## src/rtl/serial_arith_pkg.sv

```systemverilog
// Shared definitions for the bit-serial arithmetic blocks: FSM state type and
// the helper that sizes the bit counter.
package serial_arith_pkg;

  typedef enum logic [1:0] {
    IDLE  = 2'd0,
    SHIFT = 2'd1,
    DONE  = 2'd2
  } state_e;

  localparam int unsigned DEFAULT_WIDTH = 8;

  // Bit-counter width for a WIDTH-bit operand; WIDTH is at least 2.
  function automatic int unsigned cnt_width(input int unsigned w);
    return $clog2(w);
  endfunction

endpackage

```

## src/rtl/fs_bit.sv

```systemverilog
// Combinational full-subtractor cell: d = x - y - bin, with borrow out.
module fs_bit (
  input  logic x,
  input  logic y,
  input  logic bin,
  output logic d,
  output logic bout
);

  assign d    = x ^ y ^ bin;
  assign bout = (~x & y) | (~(x ^ y) & bin);

endmodule

```

## src/rtl/serial_subtractor.sv

```systemverilog
// Bit-serial WIDTH-bit subtractor, LSB first, one fs_bit cell reused per cycle.
// Define SERIAL_SUBTRACTOR_OVF_EN to add the signed-overflow output ovf.
module serial_subtractor
  import serial_arith_pkg::*;
#(
  parameter int unsigned WIDTH = DEFAULT_WIDTH
) (
  input  logic             clk,
  input  logic             rst,
  input  logic             start,
  input  logic [WIDTH-1:0] a,
  input  logic [WIDTH-1:0] b,
  output logic             busy,
  output logic             done,
  output logic [WIDTH-1:0] diff,
`ifdef SERIAL_SUBTRACTOR_OVF_EN
  output logic             ovf,
`endif
  output logic             bout
);

  localparam int unsigned CNT_W = cnt_width(WIDTH);
  localparam logic [CNT_W-1:0] LAST_CNT = CNT_W'(WIDTH - 1);

  state_e           state_q;
  logic [WIDTH-1:0] a_sh_q;
  logic [WIDTH-1:0] b_sh_q;
  logic [WIDTH-1:0] r_q;
  logic [WIDTH-1:0] diff_q;
  logic [CNT_W-1:0] cnt_q;
  logic             br_q;
  logic             bout_q;
`ifdef SERIAL_SUBTRACTOR_OVF_EN
  logic             ovf_q;
`endif

  logic             d_bit;
  logic             br_d;
  logic [WIDTH-1:0] r_d;

  fs_bit u_cell (
    .x    (a_sh_q[0]),
    .y    (b_sh_q[0]),
    .bin  (br_q),
    .d    (d_bit),
    .bout (br_d)
  );

  assign r_d = {d_bit, r_q[WIDTH-1:1]};

  always_ff @(posedge clk) begin
    if (rst) begin
      state_q <= IDLE;
      a_sh_q  <= '0;
      b_sh_q  <= '0;
      r_q     <= '0;
      diff_q  <= '0;
      cnt_q   <= '0;
      br_q    <= 1'b0;
      bout_q  <= 1'b0;
`ifdef SERIAL_SUBTRACTOR_OVF_EN
      ovf_q   <= 1'b0;
`endif
    end else begin
      unique case (state_q)
        IDLE, DONE: begin
          if (start) begin
            state_q <= SHIFT;
            a_sh_q  <= a;
            b_sh_q  <= b;
            br_q    <= 1'b0;
            cnt_q   <= '0;
          end else begin
            state_q <= IDLE;
          end
        end
        SHIFT: begin
          a_sh_q <= a_sh_q >> 1;
          b_sh_q <= b_sh_q >> 1;
          r_q    <= r_d;
          br_q   <= br_d;
          cnt_q  <= cnt_q + 1'b1;
          if (cnt_q == LAST_CNT) begin
            state_q <= DONE;
            diff_q  <= r_d;
            bout_q  <= br_d;
`ifdef SERIAL_SUBTRACTOR_OVF_EN
            // Borrow into the MSB is br_q on this edge; borrow out is br_d.
            ovf_q   <= br_q ^ br_d;
`endif
          end
        end
        default: state_q <= IDLE;
      endcase
    end
  end

  assign busy = (state_q == SHIFT);
  assign done = (state_q == DONE);
  assign diff = diff_q;
  assign bout = bout_q;
`ifdef SERIAL_SUBTRACTOR_OVF_EN
  assign ovf  = ovf_q;
`endif

endmodule

```

## config.mk

```make
export PLATFORM = sky130hd
export DESIGN_NAME = serial_subtractor
export DESIGN_NICKNAME = d
export VERILOG_FILES = /design/src/rtl/serial_arith_pkg.sv /design/src/rtl/fs_bit.sv /design/src/rtl/serial_subtractor.sv
export SDC_FILE = /design/constraint.sdc
export NUM_CORES = 1
export LEC_CHECK = 0
export BUFFER_PORTS_ARGS = -buffer_cell sky130_fd_sc_hd__buf_2
export CAP_MARGIN = 25
export CORE_ASPECT_RATIO = 1.75
export CORE_UTILIZATION = 53
export DETAILED_ROUTE_END_ITERATION = 10
export GPL_TIMING_DRIVEN = 1
export PLACE_DENSITY_LB_ADDON = 0.3
export REMOVE_ABC_BUFFERS = 1
export SLEW_MARGIN = 20
export SYNTH_ARGS = -nofsm -noshare
export SYNTH_HDL_FRONTEND = slang
export SYNTH_SLANG_ARGS = --single-unit
```

## constraint.sdc

```tcl
create_clock -name clk -period 1.36 [get_ports clk]
set_input_delay 0.204 -clock clk [delete_from_list [all_inputs] [get_ports clk]]
set_output_delay 0.204 -clock clk [all_outputs]
set_load 0.01 [all_outputs]
```

# After elaboration in Yosys (flattened, before gate mapping)

Cells that the tools add are included.

Output and inout port bits: 11
Register bits: 39
Bits of input ports: 19
Logic and storage cells: 37

Reductions and logical operators: 5
Eq/ne operators: 5
Add/sub/neg operators: 1
Mux-type cells: 11
Bitwise logic cells: 7

Operators with widths:

| operator                                      | number |
|---|---|
| one-hot mux 8 bit (2 select lines)            | 2 |
| two-way mux 8 bit                             | 2 |
| one-hot mux 3 bit (2 select lines)            | 1 |
| one-hot mux 2 bit (2 select lines)            | 1 |
| AND reduction 2 bit                           | 2 |
| adder 3 x 1 -> 3 bit, second input constant   | 1 |
| == test 3 bit, second input constant          | 1 |
| two-way mux 3 bit                             | 1 |
| AND 1 bit                                     | 2 |
| == test 2 x 1 -> 1 bit, second input constant | 1 |
| == test 2 bit, second input constant          | 1 |
| logical NOT 2 bit                             | 1 |
| two-way mux 1 bit                             | 2 |
| two-way mux 2 bit                             | 1 |
| != test 2 x 1 -> 1 bit, second input constant | 1 |
| != test 2 bit, second input constant          | 1 |
| inverter 1 bit                                | 2 |
| one-hot mux 1 bit (2 select lines)            | 1 |
| nonzero test 2 bit                            | 1 |
| OR reduction 2 bit                            | 1 |
| bitwise XOR 1 bit                             | 2 |
| bitwise OR 1 bit                              | 1 |

# Longest topological paths before layout

Gate-level depths: netlist (run 1).

Depth in word-level cells: 5
Mapped depth: 6
Depth with buffers taken out: 5

# By module

A second synthesis (run 1) with hierarchy kept.

Cell total of the unflattened synthesis: 191
Area total of the unflattened synthesis: 1544.0 µm²

Modules (own cells, without submodules):

| module            | area each (µm²) | times used | seq. area each (µm²) | cells each |
|---|---|---|---|---|
| serial_subtractor | 1512.7          | 1          | 760.7                | 187 |
| fs_bit            | 31.3            | 1          | 0.0                  | 4 |

# Worst setup path after synthesis (run 1)

Ideal clock, no wire load.

Path type: register to register
From: register cnt_q[0]
To: register state_q[0]
Setup slack: 0.119 ns
Buffers on the path: 1
Period minus slack after synthesis: 1.241 ns
Library setup time: 0.117 ns
Stages on the path, launching flop included: 6
Arrival: 1.123 ns
Data required time: 1.243 ns
Path through: dfxtp_1 > ha_1 > ha_1 > buf_1 > o21a_1 > nor2_1

Word-level cells in the longest chain between the ends: 2

Ends and longest elaborated chain:

| what                             | line                    | source |
|---|---|---|
| start, declared                  | serial_subtractor.sv:30 | `logic [CNT_W-1:0] cnt_q;` |
| start signal, assigned           | serial_subtractor.sv:82 | `cnt_q <= cnt_q + 1'b1;` |
| == test 3 bit                    | serial_subtractor.sv:83 | `if (cnt_q == LAST_CNT) begin` |
| != test 2 x 1 -> 1 bit (no line) | --                      |  |
| end signal, assigned             | serial_subtractor.sv:74 | `state_q <= IDLE;` |
| end signal, assigned             | serial_subtractor.sv:84 | `state_q <= DONE;` |
| end signal, assigned             | serial_subtractor.sv:93 | `default: state_q <= IDLE;` |
| end, declared                    | serial_subtractor.sv:25 | `state_e state_q;` |

Every way passes these cells.
A chain may end at the register's enable or synchronous reset.

# Worst setup path in the final report (run 1)

From: register state_q[1]
To: output busy

Word-level cells in the longest chain between the ends: 1

Ends and longest elaborated chain:

| what                   | line                    | source |
|---|---|---|
| start signal, assigned | serial_subtractor.sv:53 | `state_q <= IDLE;` |
| start signal, assigned | serial_subtractor.sv:68 | `state_q <= SHIFT;` |
| start signal, assigned | serial_subtractor.sv:74 |  |
| == test 2 x 1 -> 1 bit | serial_subtractor.sv:98 | `assign busy = (state_q == SHIFT);` |
| end, declared          | serial_subtractor.sv:13 | `output logic busy,` |

Every way passes these cells.

==> results.yml, run 1 <==
outcome:
  status: "complete, no violations"
setup_path:
  end_kind: "output pin"
  required_ns: 1.16
  critPathSlowestCell: "dfxtp_1"
  reg2reg_from: "state_q[1]$_SDFFE_PP0P_"
  path_class: "reg2out"
  arrival_ns: 1.08
  endpoint: "busy"
  cp-start-kind: "register"
  r2r_slack_ns: 0.13
  max_stage_delay_ns: 0.36
  crit_chain: "nand2b_4, clkinv_4, buf_2"
  critical_path.startpoint: "state_q[1]$_SDFFE_PP0P_"
  rr_worst_depth: 4
  cp_max_fo: 11
  r2r-end: "b_sh_q[6]$_SDFFE_PP0P_"
cts:
  clkLatencyLatePin_ns: 0.29
  clk_path_buf_depth: 2
  h-tree-depth: 2
  clk_pin_slew_worst_paths_ns: 0.07
  cts_tree: "built"
  cts-root-buf: "clkbuf_8"
  clock-sinks: 38
  cts-buffers-inserted: 5
route:
  drtPass1Iterations: 6
  antenna_left: 0
  drc_errors: 0
  num_vias: 1376
  routedWlPerCell_um: 12.4
  vias_per_cell: 5.59
  initialDrtViolationCount: 29
  wirelength_um: 3050
floorplanning:
  rows: 25
  dieHeight_um: 73.7
  die-area_sq_mm: 0.00316
  die_w_um: 43.0
  start_util: 0.565
  io_pins: 30
  fp.coreArea_sq_mm: 0.00275
pwr:
  p_per_area_mw_per_mm2: 1290
  leakage_nw: 0.747
  peakVddDrop_uv: 1030
  total_power_mw: 2.38
layout:
  nNetsFinal: 240
  finish.utilization: 0.670
  final_common_cell: "nand2_1"
  diodes: 0
  stdcell_area_sq_mm: 0.00184
  layout-drive-gt1-share: 0.224
  layout_common_cells: "54 x nand2_1, 37 x dfxtp_1, 29 x buf_2"
  area_growth_pct: 18.5
global_routing:
  grt_use_total: 0.237
  grt_overflow_total: 0
  met3_usage: 0.0614
  antenna_found_initial: 0
  met2_usage: 0.428
  grt_pass1_wl_um: 5600
  grt_pass1_vias: 1366
  gr-usage-met1: 0.232
  gr-max-usage-layer: "met2"
  grt_max_degree: 26
logic_synthesis:
  ys_ff_latch: 38
  seq_area_frac_synth: 0.489
  syn_avg_cell_area_sq_um: 8.23
  netlist_area_sq_mm: 0.00156
  syn_inst: 189
  synth_cell_types: 21
  synth_top_area_frac: 0.489
  ys_warn_count: 0
  synth_area_leaders: "dfxtp_1 49%, nand2_1 13%, a311oi_1 7.9%"
  synth.largest_area_cell: "dfxtp_1"
placed_design:
  place_hpwl_um: 2100
  dp_slack_ns: 0.0941
  portBuffers: 29
  gp_congestion: 0.774
  placedInstanceArea_sq_mm: 0.00171
timing:
  clock_skew_ns: 0.00620
  post-route-period-util: 0.947
  period_needed_ns: 1.29
  timing.final.ws_setup_ns: 0.0727
  setup_violations: 0
  fmax_mhz: 777
  finalHoldViolCount: 0
  rsz0062_at_grt: "no"
  maxSlewHeadroom: 0.789
  drv_slew: 0
  holdWs_ns: 0.151
  tightest_slew_ns: 0.317
job:
  cap_viol_max_count: 0
hold_path:
  hold_class: "in2reg"
-- kinds of logic after synthesis --
| group | after synthesis | share of synthesized area |
|---|---|---|
| AOI/OAI and AO/OA | 38 | 0.167 |
| buffers and inverters | 19 | 0.0724 |
| adders and majority gates | 3 | 0.0290 |
| and+or+nand+nor | 91 | 0.243 |
| DFF | 38 | 0.489 |
-- Yosys cell counts, drive strengths merged --
library cell / number
a21oi: 22
a311oi: 15
buf: 13
clkbuf: 3
clkinv: 1
dfxtp: 38
fa: 1
ha: 2
inv: 2
nand2: 54
nand2b: 4
nand3: 14
nand3b: 1
nor2: 16
nor2b: 2
o21a: 1
-- critical path: cells and delay by family, from the launching register on --
family | cells | cell delay (ns)
buf+inv | 2 | 0.25
simple gates | 1 | 0.18
flops | 1 | 0.36
-- stage by stage --
stage | cells | TNS, ns
final | 246 | 0
after global routing | 246 | 0
after CTS | 245 | 0
after detailed placement | 236 | 0
after global placement | 236 | 0
after floorplan | 173 | -16.35
-- sequential cells by signal (all words and copies together), names as in the netlist --
name	count
cnt_q	3
b_sh_q	8
state_q	2
br_q	1
r_q	7
diff	8
bout	1
a_sh_q	8
-- what timing repair did --
action                                  4_1_cts  5_1_grt
endpoints found under the setup margin        1       10
hold buffers                                  0        0
cloned                                        1        0
buffers inserted                              0        1
resized for setup                             3        1
-- metal layers --
layer  share of wire  wire length, um
met2            0.54             1650
met3           0.044              134
met1            0.39             1190
met5               0                0
met4           0.026               79
-- cell type report --
class                      count  area, sq um
inverter                       3         16.3
clock buffer                   7         76.3
tap                           27         33.8
clock inverter                 1         30.0
sequential                    38          762
timing repair buffer          37          230
timing repair inverter         1         5.00
multi-input combinational    132          689
fill                         228          910
-- report_power, final --
group	switching [mW]	internal [mW]	total (mW)
registers	0.0322	1.17	1.20
logic	0.149	0.108	0.257
clock network	0.374	0.549	0.923
total	0.555	1.82	2.38
-- how the worst min path moves through the flow --
stage                               startpoint                      to  slack [ns]  cells after the start
after floorplan                            rst       bout$_SDFFE_PP0P_        0.27                      1
after global placement    diff[4]$_SDFFE_PP0P_    diff[4]$_SDFFE_PP0P_        0.44                      2
after detailed placement  diff[3]$_SDFFE_PP0P_    diff[3]$_SDFFE_PP0P_        0.44                      2
after CTS                                 b[7]  b_sh_q[7]$_SDFFE_PP0P_        0.14                      3
after global routing                      a[7]  a_sh_q[7]$_SDFFE_PP0P_        0.16                      3
final                                     b[7]  b_sh_q[7]$_SDFFE_PP0P_        0.15                      3
Power figures use the tool's default switching activity.
==> run 2: changes to the inputs <==
- CORE_UTILIZATION: 53 -> 40
- SYNTH_HIERARCHICAL: default -> 1
==> run 2 against run 1 <==
Synthesized cell count is 1.1% higher. Cell area is 2.4% higher. Count of clock-buffer cells in the layout is 1 higher. Critical endpoint is now diff[3]$_SDFFE_PP0P_. Global-route usage is 7.6 points lower. Critical path type is now reg2reg. Largest power group unchanged. Largest cell class unchanged.
==> results.yml, run 2 <==
timing:
  post-route-period-util: 0.921
  finalHoldViolCount: 0
  maxSlewHeadroom: 0.846
  drv_slew: 0
  clock_skew_ns: 0.00249
  setup_violations: 0
  tightest_slew_ns: 0.230
  rsz0062_at_grt: "no"
  period_needed_ns: 1.25
  fmax_mhz: 798
logic_synthesis:
  synth_cell_types: 19
  yosys-top-cells-count: "56 x nand2_1, 38 x dfxtp_1, 22 x a21oi_1"
  ys_ff_latch: 38
  seq_area_frac_synth: 0.493
  netlist_area_sq_mm: 0.00154
  synth_ff_type: "dfxtp_1"
  synth-edff-count: 0
  syn_avg_cell_area_sq_um: 8.08
  yosysMostFrequentCell: "nand2_1"
  synth_area_leaders: "dfxtp_1 49%, nand2_1 14%, a311oi_1 7.9%"
  synthArstFlopShare: 0
  ys_warn_count: 6
  synth_top_area_frac: 0.493
  synth.largest_area_cell: "dfxtp_1"
  syn_inst: 191
route:
  antenna_left: 0
  num_vias: 1361
  routedWlPerCell_um: 11.1
  drtPass1Iterations: 4
  drc_errors: 0
  initialDrtViolationCount: 17
  wirelength_um: 3010
  vias_per_cell: 5.00
placed_design:
  post-place-cells: 262
  gp_congestion: 0.693
  portBuffers: 29
  place_hpwl_um: 2060
  placedInstanceArea_sq_mm: 0.00175
cts:
  clkLatencyLatePin_ns: 0.29
  cts-root-buf: "clkbuf_8"
  clock-sinks: 38
  holdBufCountCts: 0
  cts-buffers-inserted: 5
  clk_path_buf_depth: 2
  cts_tree: "built"
  clk_pin_slew_worst_paths_ns: 0.07
  h-tree-depth: 2
floorplanning:
  dieHeight_um: 84.2
  start_util: 0.421
  io_pins: 30
  die_w_um: 49.0
  fp.coreArea_sq_mm: 0.00366
  die-area_sq_mm: 0.00412
  rows: 29
global_routing:
  grt_use_total: 0.161
  grt_pass1_wl_um: 5110
  grt_overflow_total: 0
  antenna_found_initial: 0
  grt_pass1_vias: 1223
  grt_max_degree: 31
setup_path:
  crit_chain: "ha_1, ha_1, nand3b_1, buf_4, nand2_1, a21oi_1"
  critPathSlowestCell: "dfxtp_1"
  end_kind: "register"
  required_ns: 1.58
  cp_max_fo: 6
  arrival_ns: 1.47
  path_class: "reg2reg"
  max_stage_delay_ns: 0.32
  crit_top_cell: "ha_1"
  r2r_slack_ns: 0.11
  cp-start-kind: "register"
layout:
  final_common_cell: "nand2_1"
  diodes: 0
  layout-drive-gt1-share: 0.239
  layout_common_cells: "56 x nand2_1, 37 x dfxtp_1, 29 x buf_2"
  area_growth_pct: 22.2
  nFillCells: 370
  stdcell_area_sq_mm: 0.00189
  fin_cells: 272
  nNetsFinal: 247
pwr:
  leakage_nw: 0.778
  p_per_area_mw_per_mm2: 1250
  total_power_mw: 2.35
  peakVddDrop_uv: 967
job:
  cap_viol_max_count: 0
hold_path:
  hold_class: "in2reg"
outcome:
  status: "complete, no violations"
-- run 2: final timing paths --
path | end | startpoint | depth (start not counted)
min reg2reg | diff[6]$_SDFFE_PP0P_ | diff[6]$_SDFFE_PP0P_ | 2
max reg2reg | diff[3]$_SDFFE_PP0P_ | cnt_q[0]$_SDFFE_PP0P_ | 6
min | a_sh_q[7]$_SDFFE_PP0P_ | a[7] | 3
max | diff[3]$_SDFFE_PP0P_ | cnt_q[0]$_SDFFE_PP0P_ | 6
-- run 2: cell type report --
cell class / instances / area, sq um / share of cell area
clock buffers: 8 / 110 / 0.0584
well taps: 46 / 57.6 / 0.0305
inverters: 4 / 17.5 / 0.00928
flip-flops and latches: 38 / 762 / 0.404
repair buffers: 43 / 263 / 0.139
multi-input cells: 133 / 677 / 0.359
-- run 2: critical path: cells and delay by family, from the launching register on --
family	cells	cell delay, ns
adder cells (fa/ha/maj)	2	0.39
flip-flops	1	0.32
AND/OR/NAND/NOR	2	0.18
buffers and inverters	1	0.16
AO/OA/AOI/OAI	1	0.13
-- run 2: repair_timing --
action | 4_1_cts | 5_1_grt
setup buffers | 0 | 2
gates resized for setup | 2 | 1
setup endpoints to repair | 1 | 10
-- run 2: through the flow --
step | utilization | setup TNS (ns) | setup slack (ns) | hold WS, ns
2_1_floorplan | - | -11.78 | -0.455 | 0.273
3_3_place_gp | 0.478 | 0 | 0.0693 | 0.439
3_5_place_dp | 0.478 | 0 | 0.0342 | 0.448
4_1_cts | 0.510 | 0 | 0.0200 | 0.145
5_1_grt | 0.515 | 0 | 0.0176 | 0.150
6_report | 0.515 | 0 | 0.107 | 0.152
-- run 2: per-layer routing --
metal	part of all wire	wire length (um)	up-vias	track usage
met5	0	0	-	0
met4	0.023	69	0	0.0882
met3	0.040	119	5	0.0453
met2	0.52	1560	29	0.293
met1	0.42	1260	620	0.160
li1	-	-	707	-
-- run 2: cell families (layout without fill, tap and decap cells) --
kind of cell,count (synthesis),in the layout,share of synthesized area
buf+inv,20,55,0.0737
simple gates,93,93,0.249
fa+ha+maj,3,3,0.0292
compound gates,37,37,0.156
flops,38,38,0.493
-- run 2: report_power, final --
| part | internal, mW | switching, mW |
|---|---|---|
| logic | 0.113 | 0.147 |
| registers | 1.17 | 0.0324 |
| clock network | 0.512 | 0.380 |
| total | 1.79 | 0.559 |
